$ cat config.mk
export PLATFORM = sky130hd
export DESIGN_NAME = el2_exu_noc_multi_sender
export DESIGN_NICKNAME = d
export VERILOG_FILES = /design/src/rtl/el2_exu_noc_multi_sender.sv
export SDC_FILE = /design/constraint.sdc
export NUM_CORES = 1
export LEC_CHECK = 0
export ABC_CLOCK_PERIOD_IN_PS = 9500
export CAP_MARGIN = 20
export CORE_ASPECT_RATIO = 0.9
export CORE_UTILIZATION = 59
export CTS_CLUSTER_SIZE = 30
export DETAILED_ROUTE_END_ITERATION = 7
export GPL_TIMING_DRIVEN = 0
export PLACE_DENSITY = 0.85
export SLEW_MARGIN = 10
export SYNTH_ARGS = -nofsm -noshare
export SYNTH_HDL_FRONTEND = slang
export SYNTH_SLANG_ARGS = --single-unit
$ cat constraint.sdc
create_clock -name clk_noc -period 9.5 [get_ports clk_noc]
set_input_delay 1.9 -clock clk_noc [delete_from_list [all_inputs] [get_ports clk_noc]]
set_output_delay 1.9 -clock clk_noc [all_outputs]
set_load 0.02 [all_outputs]
$ cat src/rtl/el2_exu_noc_multi_sender.sv
// el2_exu_noc_multi_sender: multi-channel buffered NoC injector.
// Each producer channel has its own FIFO. A round-robin arbiter picks a channel,
// and the head packet is sent LSB-first as FLIT_BITS-wide flits on the up port.
// Optional feature macro: EL2_NOC_FLIT_PARITY_EN adds the up_parity output.
module el2_exu_noc_multi_sender #(
    parameter int unsigned NUM_CH      = 2,
    parameter int unsigned PACKET_BITS = 65,
    parameter int unsigned FLIT_BITS   = 32,
    parameter int unsigned DEPTH       = 2,
    parameter int unsigned ADDR_BITS   = 4,
    parameter logic [NUM_CH*ADDR_BITS-1:0] DST_ADDR = '0
) (
    input  logic                          clk_noc,
    input  logic                          rst_l,
    input  logic                          flush,
    input  logic [NUM_CH-1:0]             ch_valid,
    input  logic [NUM_CH*PACKET_BITS-1:0] ch_packet,
    output logic [NUM_CH-1:0]             ch_ready,
    output logic [NUM_CH-1:0]             ch_overflow,
    output logic                          up_valid,
    input  logic                          up_ready,
    output logic [FLIT_BITS-1:0]          up_flit,
    output logic [ADDR_BITS-1:0]          up_dst,
    output logic                          up_head,
    output logic                          up_tail,
`ifdef EL2_NOC_FLIT_PARITY_EN
    output logic                          up_parity,
`endif
    output logic                          busy
);

    localparam int unsigned FLITS = (PACKET_BITS + FLIT_BITS - 1) / FLIT_BITS;
    localparam int unsigned SR_W  = FLITS * FLIT_BITS;
    localparam int unsigned CH_W  = (NUM_CH > 1) ? $clog2(NUM_CH) : 1;
    localparam int unsigned PTR_W = (DEPTH > 1) ? $clog2(DEPTH) : 1;
    localparam int unsigned CNT_W = $clog2(DEPTH + 1);
    localparam int unsigned IDX_W = (FLITS > 1) ? $clog2(FLITS) : 1;

    typedef enum logic [0:0] {StIdle, StSend} state_e;

    state_e                 state_q;
    logic [CH_W-1:0]        grant_q;
    logic [CH_W-1:0]        rr_ptr_q;
    logic [IDX_W-1:0]       idx_q;
    logic [SR_W-1:0]        sr_q;
    logic [ADDR_BITS-1:0]   dst_q;
    logic [NUM_CH-1:0]      overflow_q;

    logic [PACKET_BITS-1:0] mem_q    [NUM_CH][DEPTH];
    logic [PTR_W-1:0]       wr_ptr_q [NUM_CH];
    logic [PTR_W-1:0]       rd_ptr_q [NUM_CH];
    logic [CNT_W-1:0]       count_q  [NUM_CH];

    logic [NUM_CH-1:0]      push;
    logic [NUM_CH-1:0]      pop;
    logic                   send;
    logic                   pop_fire;
    logic                   arb_found;
    logic [CH_W-1:0]        arb_gnt;
    logic [PACKET_BITS-1:0] head_pkt;

    function automatic logic [PTR_W-1:0] ptr_inc(input logic [PTR_W-1:0] p);
        return (p == PTR_W'(DEPTH - 1)) ? '0 : p + 1'b1;
    endfunction

    // Up-port outputs are decoded from registered state only.
    assign send     = (state_q == StSend);
    assign up_valid = send;
    assign up_flit  = sr_q[FLIT_BITS-1:0];
    assign up_dst   = dst_q;
    assign up_head  = send && (idx_q == '0);
    assign up_tail  = send && (idx_q == IDX_W'(FLITS - 1));
    assign pop_fire = send && up_ready && up_tail;
    assign ch_overflow = overflow_q;
    assign head_pkt = mem_q[arb_gnt][rd_ptr_q[arb_gnt]];

`ifdef EL2_NOC_FLIT_PARITY_EN
    // Parity is a pure function of the registered flit fields, so it moves with them.
    assign up_parity = ^{up_dst, up_head, up_tail, up_flit};
`endif

    // Per-channel ready/push/pop and aggregate busy.
    always_comb begin
        busy = send;
        for (int i = 0; i < NUM_CH; i++) begin
            ch_ready[i] = (count_q[i] != CNT_W'(DEPTH));
            push[i]     = ch_valid[i] && ch_ready[i] && !flush;
            pop[i]      = pop_fire && (grant_q == CH_W'(i));
            if (count_q[i] != '0) busy = 1'b1;
        end
    end

    // Round-robin search: first non-empty channel at or above rr_ptr, with wrap.
    always_comb begin
        int unsigned c;
        c         = 0;
        arb_found = 1'b0;
        arb_gnt   = '0;
        for (int k = 0; k < NUM_CH; k++) begin
            c = (int'(rr_ptr_q) + k) % NUM_CH;
            if (!arb_found && (count_q[c] != '0)) begin
                arb_found = 1'b1;
                arb_gnt   = CH_W'(c);
            end
        end
    end

    // FIFO storage; contents need no reset since count gates every read.
    always_ff @(posedge clk_noc) begin
        for (int i = 0; i < NUM_CH; i++) begin
            if (push[i]) mem_q[i][wr_ptr_q[i]] <= ch_packet[i*PACKET_BITS +: PACKET_BITS];
        end
    end

    // FIFO pointers, occupancy and sticky overflow flags.
    always_ff @(posedge clk_noc or negedge rst_l) begin
        if (!rst_l) begin
            overflow_q <= '0;
            for (int i = 0; i < NUM_CH; i++) begin
                wr_ptr_q[i] <= '0;
                rd_ptr_q[i] <= '0;
                count_q[i]  <= '0;
            end
        end else if (flush) begin
            overflow_q <= '0;
            for (int i = 0; i < NUM_CH; i++) begin
                wr_ptr_q[i] <= '0;
                rd_ptr_q[i] <= '0;
                count_q[i]  <= '0;
            end
        end else begin
            for (int i = 0; i < NUM_CH; i++) begin
                if (push[i]) wr_ptr_q[i] <= ptr_inc(wr_ptr_q[i]);
                if (pop[i])  rd_ptr_q[i] <= ptr_inc(rd_ptr_q[i]);
                if (push[i] && !pop[i])      count_q[i] <= count_q[i] + 1'b1;
                else if (pop[i] && !push[i]) count_q[i] <= count_q[i] - 1'b1;
                if (ch_valid[i] && !ch_ready[i]) overflow_q[i] <= 1'b1;
            end
        end
    end

    // Grant/serialise FSM; the FIFO entry stays until its tail flit is accepted.
    always_ff @(posedge clk_noc or negedge rst_l) begin
        if (!rst_l) begin
            state_q  <= StIdle;
            grant_q  <= '0;
            rr_ptr_q <= '0;
            idx_q    <= '0;
            sr_q     <= '0;
            dst_q    <= '0;
        end else if (flush) begin
            state_q <= StIdle;
            idx_q   <= '0;
        end else begin
            unique case (state_q)
                StIdle: begin
                    if (arb_found) begin
                        grant_q <= arb_gnt;
                        sr_q    <= SR_W'(head_pkt);
                        dst_q   <= DST_ADDR[arb_gnt*ADDR_BITS +: ADDR_BITS];
                        idx_q   <= '0;
                        state_q <= StSend;
                    end
                end
                StSend: begin
                    if (up_ready) begin
                        if (up_tail) begin
                            state_q  <= StIdle;
                            rr_ptr_q <= (grant_q == CH_W'(NUM_CH - 1)) ? '0 : grant_q + 1'b1;
                        end else begin
                            sr_q  <= sr_q >> FLIT_BITS;
                            idx_q <= idx_q + 1'b1;
                        end
                    end
                end
                default: state_q <= StIdle;
            endcase
        end
    end

endmodule

==> impl_results.md <==
- Status: complete, no violations
- Initial Util: 0.6017
- Async SR Flop Fraction: 0.2353
- Final ANT Viol Nets: 0
- Synthesized cell area: 0.01354 sq mm
- GPL Wtd Cong: 0.8295
- Clock tree buffer depth: 3
- Critical path arrival: 2310 ps
- DR vias: roughly 8.1k
- Worst slew margin: 0.2652
- Drt first-iter violations: 677
- Per-cell routed wire length: 21.99 microns
- Top_reg_cell synth: edfxtp_1
- Worst min path class: flop to flop
- Synth top area share: 0.5764
- Synth cell types: between 40 and 50
- WS Path Type: flop to primary output
- Max incr delay on CP: 600 ps
- Slowest-stage cell, CP: clkdlybuf4s50_1
- DIE WIDTH: 161.7 microns
- Vias per inst: a little under 6
- CP Data Required Time: around 7600 ps
- DP Wirelength: 21410 microns
- Power per cell area: 221.4 mW/mm^2
- Final #Nets: around 1.2k
- Clk slew on worst S/H paths: ~60 ps
- Row count: 52
- WP buf/inv: 1
- Post-Syn Instances: 828
- Worst vdd rail ir drop: roughly 0.00016 V
- Flops & latches, synth: 340
- RSZ-0062 raised after global routing: false
- Hold Path Origin: sr_q[32]
- Vias in the first global route: 8243
- Critical Path End Type: primary output
- Period utilisation layout: 0.4427
- Reg-to-reg critical path startpoint: idx_q[0]
- Post-route setup TNS: 0 ps
- Die area: around 0.024 sq mm
- DRC viols: 0
- First-pass GRT wire length: 46790 microns
- # IOs: between 150 and 200
- YS warnings: 0
- Final setup vio count: 0
- CP top delay family: simple AND/OR/NAND/NOR gates
- FF-to-FF setup slack: 6900 ps
- Clk root buf: clkbuf_16
- Hold Path Depth: 2
- Total GRT Usage: 0.2666
- EDFF count, synth: 260
- Mapped Avg Cell Area: 16.36 sq um
- Area leader, netlist: edfxtp_1
- Fillcell total: 1286
- Worst-Margin Slew: 1100 ps
- Max_cap viols: 0
- Largest cells by area after synthesis: edfxtp_1 (58%), dfrtp_1 (15%), mux2i_1 (9.8%)
- CTS Sinks: 340
- Crit-path max FO: 8
- Clock Skew: 8.461 ps
- Drt pass-1 iters: 6
- Largest net degree at the start of global routing: 44
- Static Leak: 6.298 nW
- Register area share after synthesis: 0.7242
- H-tree depth: 2
- Reg2reg path depth: 7
- CTS Buf Count: 35
- GRT overflow: 0
- Max frequency: around 240 MHz
- Die H: 145.7 microns
- Port Buffers: about 180
- Fin. Hold Viols: 0
- Crit start category: flop
- Antenna violations before repair: 4
- Crit path time final: 4205 ps
- Final WL: 30750 microns
- Synthesis-to-finish area growth: 26.56%
- TritonCTS clock tree: built
- End of the worst register-to-register path: sr_q[25]
- Slew Viols, Final: 0
- WHS Endpoint: sr_q[0]
- Latest clock arrival within the worst-skew pair: 510 ps
- Critical-path cell list: nor3_1 -> nand2_1 -> clkdlybuf4s50_1
- Post-CTS Setup Bufs: 0
- Share of cells above drive strength 1: 0.1650
- Worst slack, placed: 5143 ps
- Final WS setup: 5295 ps
- Core ar.: roughly 0.023 sq mm
- Cts repair resizes: 0
- Hold_buf cts: 0
worst max path at each step:
stage / from / to / slack, ps / cells past startpoint
finish: count_q[2] / busy / 5290 / 3
global route: count_q[2] / busy / 5170 / 3
CTS: count_q[2] / busy / 5340 / 3
detailed placement: flush / mem_q[0][102] / 5140 / 6
global placement: flush / mem_q[1][44] / -1640 / 3
floorplan: flush / mem_q[0][0] / 2050 / 2
routing by layer:
metal	up-vias	GRT usage	wire length [microns]
met5	-	0	12
met4	2	0.09387	925
met3	70	0.05130	2277
met2	393	0.4295	15070
met1	4029	0.3671	12460
li1	3650	-	-
flip-flops by register name, indices dropped and copies added (netlist names):
name         cells
ch_overflow      2
count_q          4
grant_q          1
idx_q            2
mem_q          260
rd_ptr_q         2
rr_ptr_q         1
sr_q            65
up_valid         1
wr_ptr_q         2
cell type report:
class                      count  area [sq um]  area share
clock buffer                  46         979.7     0.05715
clock inverter                16         153.9    0.008978
buffer                        85         533.0     0.03109
inverter                       6         22.52    0.001314
timing repair buffer         204          2051      0.1196
sequential                   340          9809      0.5723
multi-input combinational    400          3211      0.1873
tap                          297         371.6     0.02168
antenna                        4         10.01   0.0005839
through the flow:
stage	hold slack, ps	area, sq um	util	total power, mW	std cells
detailed placement	488.7	16000	0.7106	2.459	1332
floorplan	460.9	13560	-	2.180	831
finish	507.4	17140	0.7615	3.795	1398
CTS	507.3	17130	0.7610	3.802	1394
global placement	473.2	15680	0.6965	2.433	1303
global route	527.0	17140	0.7612	3.908	1396
synth_stat cells (all sizes together), types with 2 or more instances:
cell / count
a22oi: 31
ha: 2
dfrtp: 80
clkbuf: 21
nor3b: 4
nor3: 5
mux2: 31
o211ai: 32
a211o: 2
xor2: 5
nor2: 18
a21oi: 4
a22o: 33
buf: 64
o21ba: 2
xnor2: 2
nor2b: 2
and2: 3
nand2b: 3
mux2i: 133
nand2: 37
inv: 6
edfxtp: 260
o21ai: 32
cell families after synthesis:
| kind of cell | after synthesis | share of synthesized area |
|---|---|---|
| and+or+nand+nor | 78 | 0.02614 |
| adders and majority gates | 2 | 0.001847 |
| xor gates and xnor gates | 7 | 0.004527 |
| other | 1 | 0.0002769 |
| buffers and inverters | 91 | 0.04102 |
| DFF | 340 | 0.7242 |
| muxes | 164 | 0.1241 |
| AOI/OAI and AO/OA | 145 | 0.07788 |
layout by cell type, fill, tap and decap left out, drive strengths merged, types with 32 or more instances in the layout:
cell type	n
a22o	33
buf	94
clkbuf	67
clkdlybuf4s50	174
dfrtp	80
edfxtp	260
mux2i	133
nand2	37
o211ai	32
o21ai	32
report_power, final:
| part | internal (mW) | switching, mW |
|---|---|---|
| combinational | 0.316 | 0.299 |
| clock | 0.807 | 0.544 |
| sequential | 1.75 | 0.0800 |
| total | 2.87 | 0.923 |
worst min-delay path: cells and delay by family, from the launching register on:
kind	cells	cell delay, ps
simple gates	1	70
compound gates	1	60
flops	1	340
Note: power is estimated with default switching activity, not from simulation.
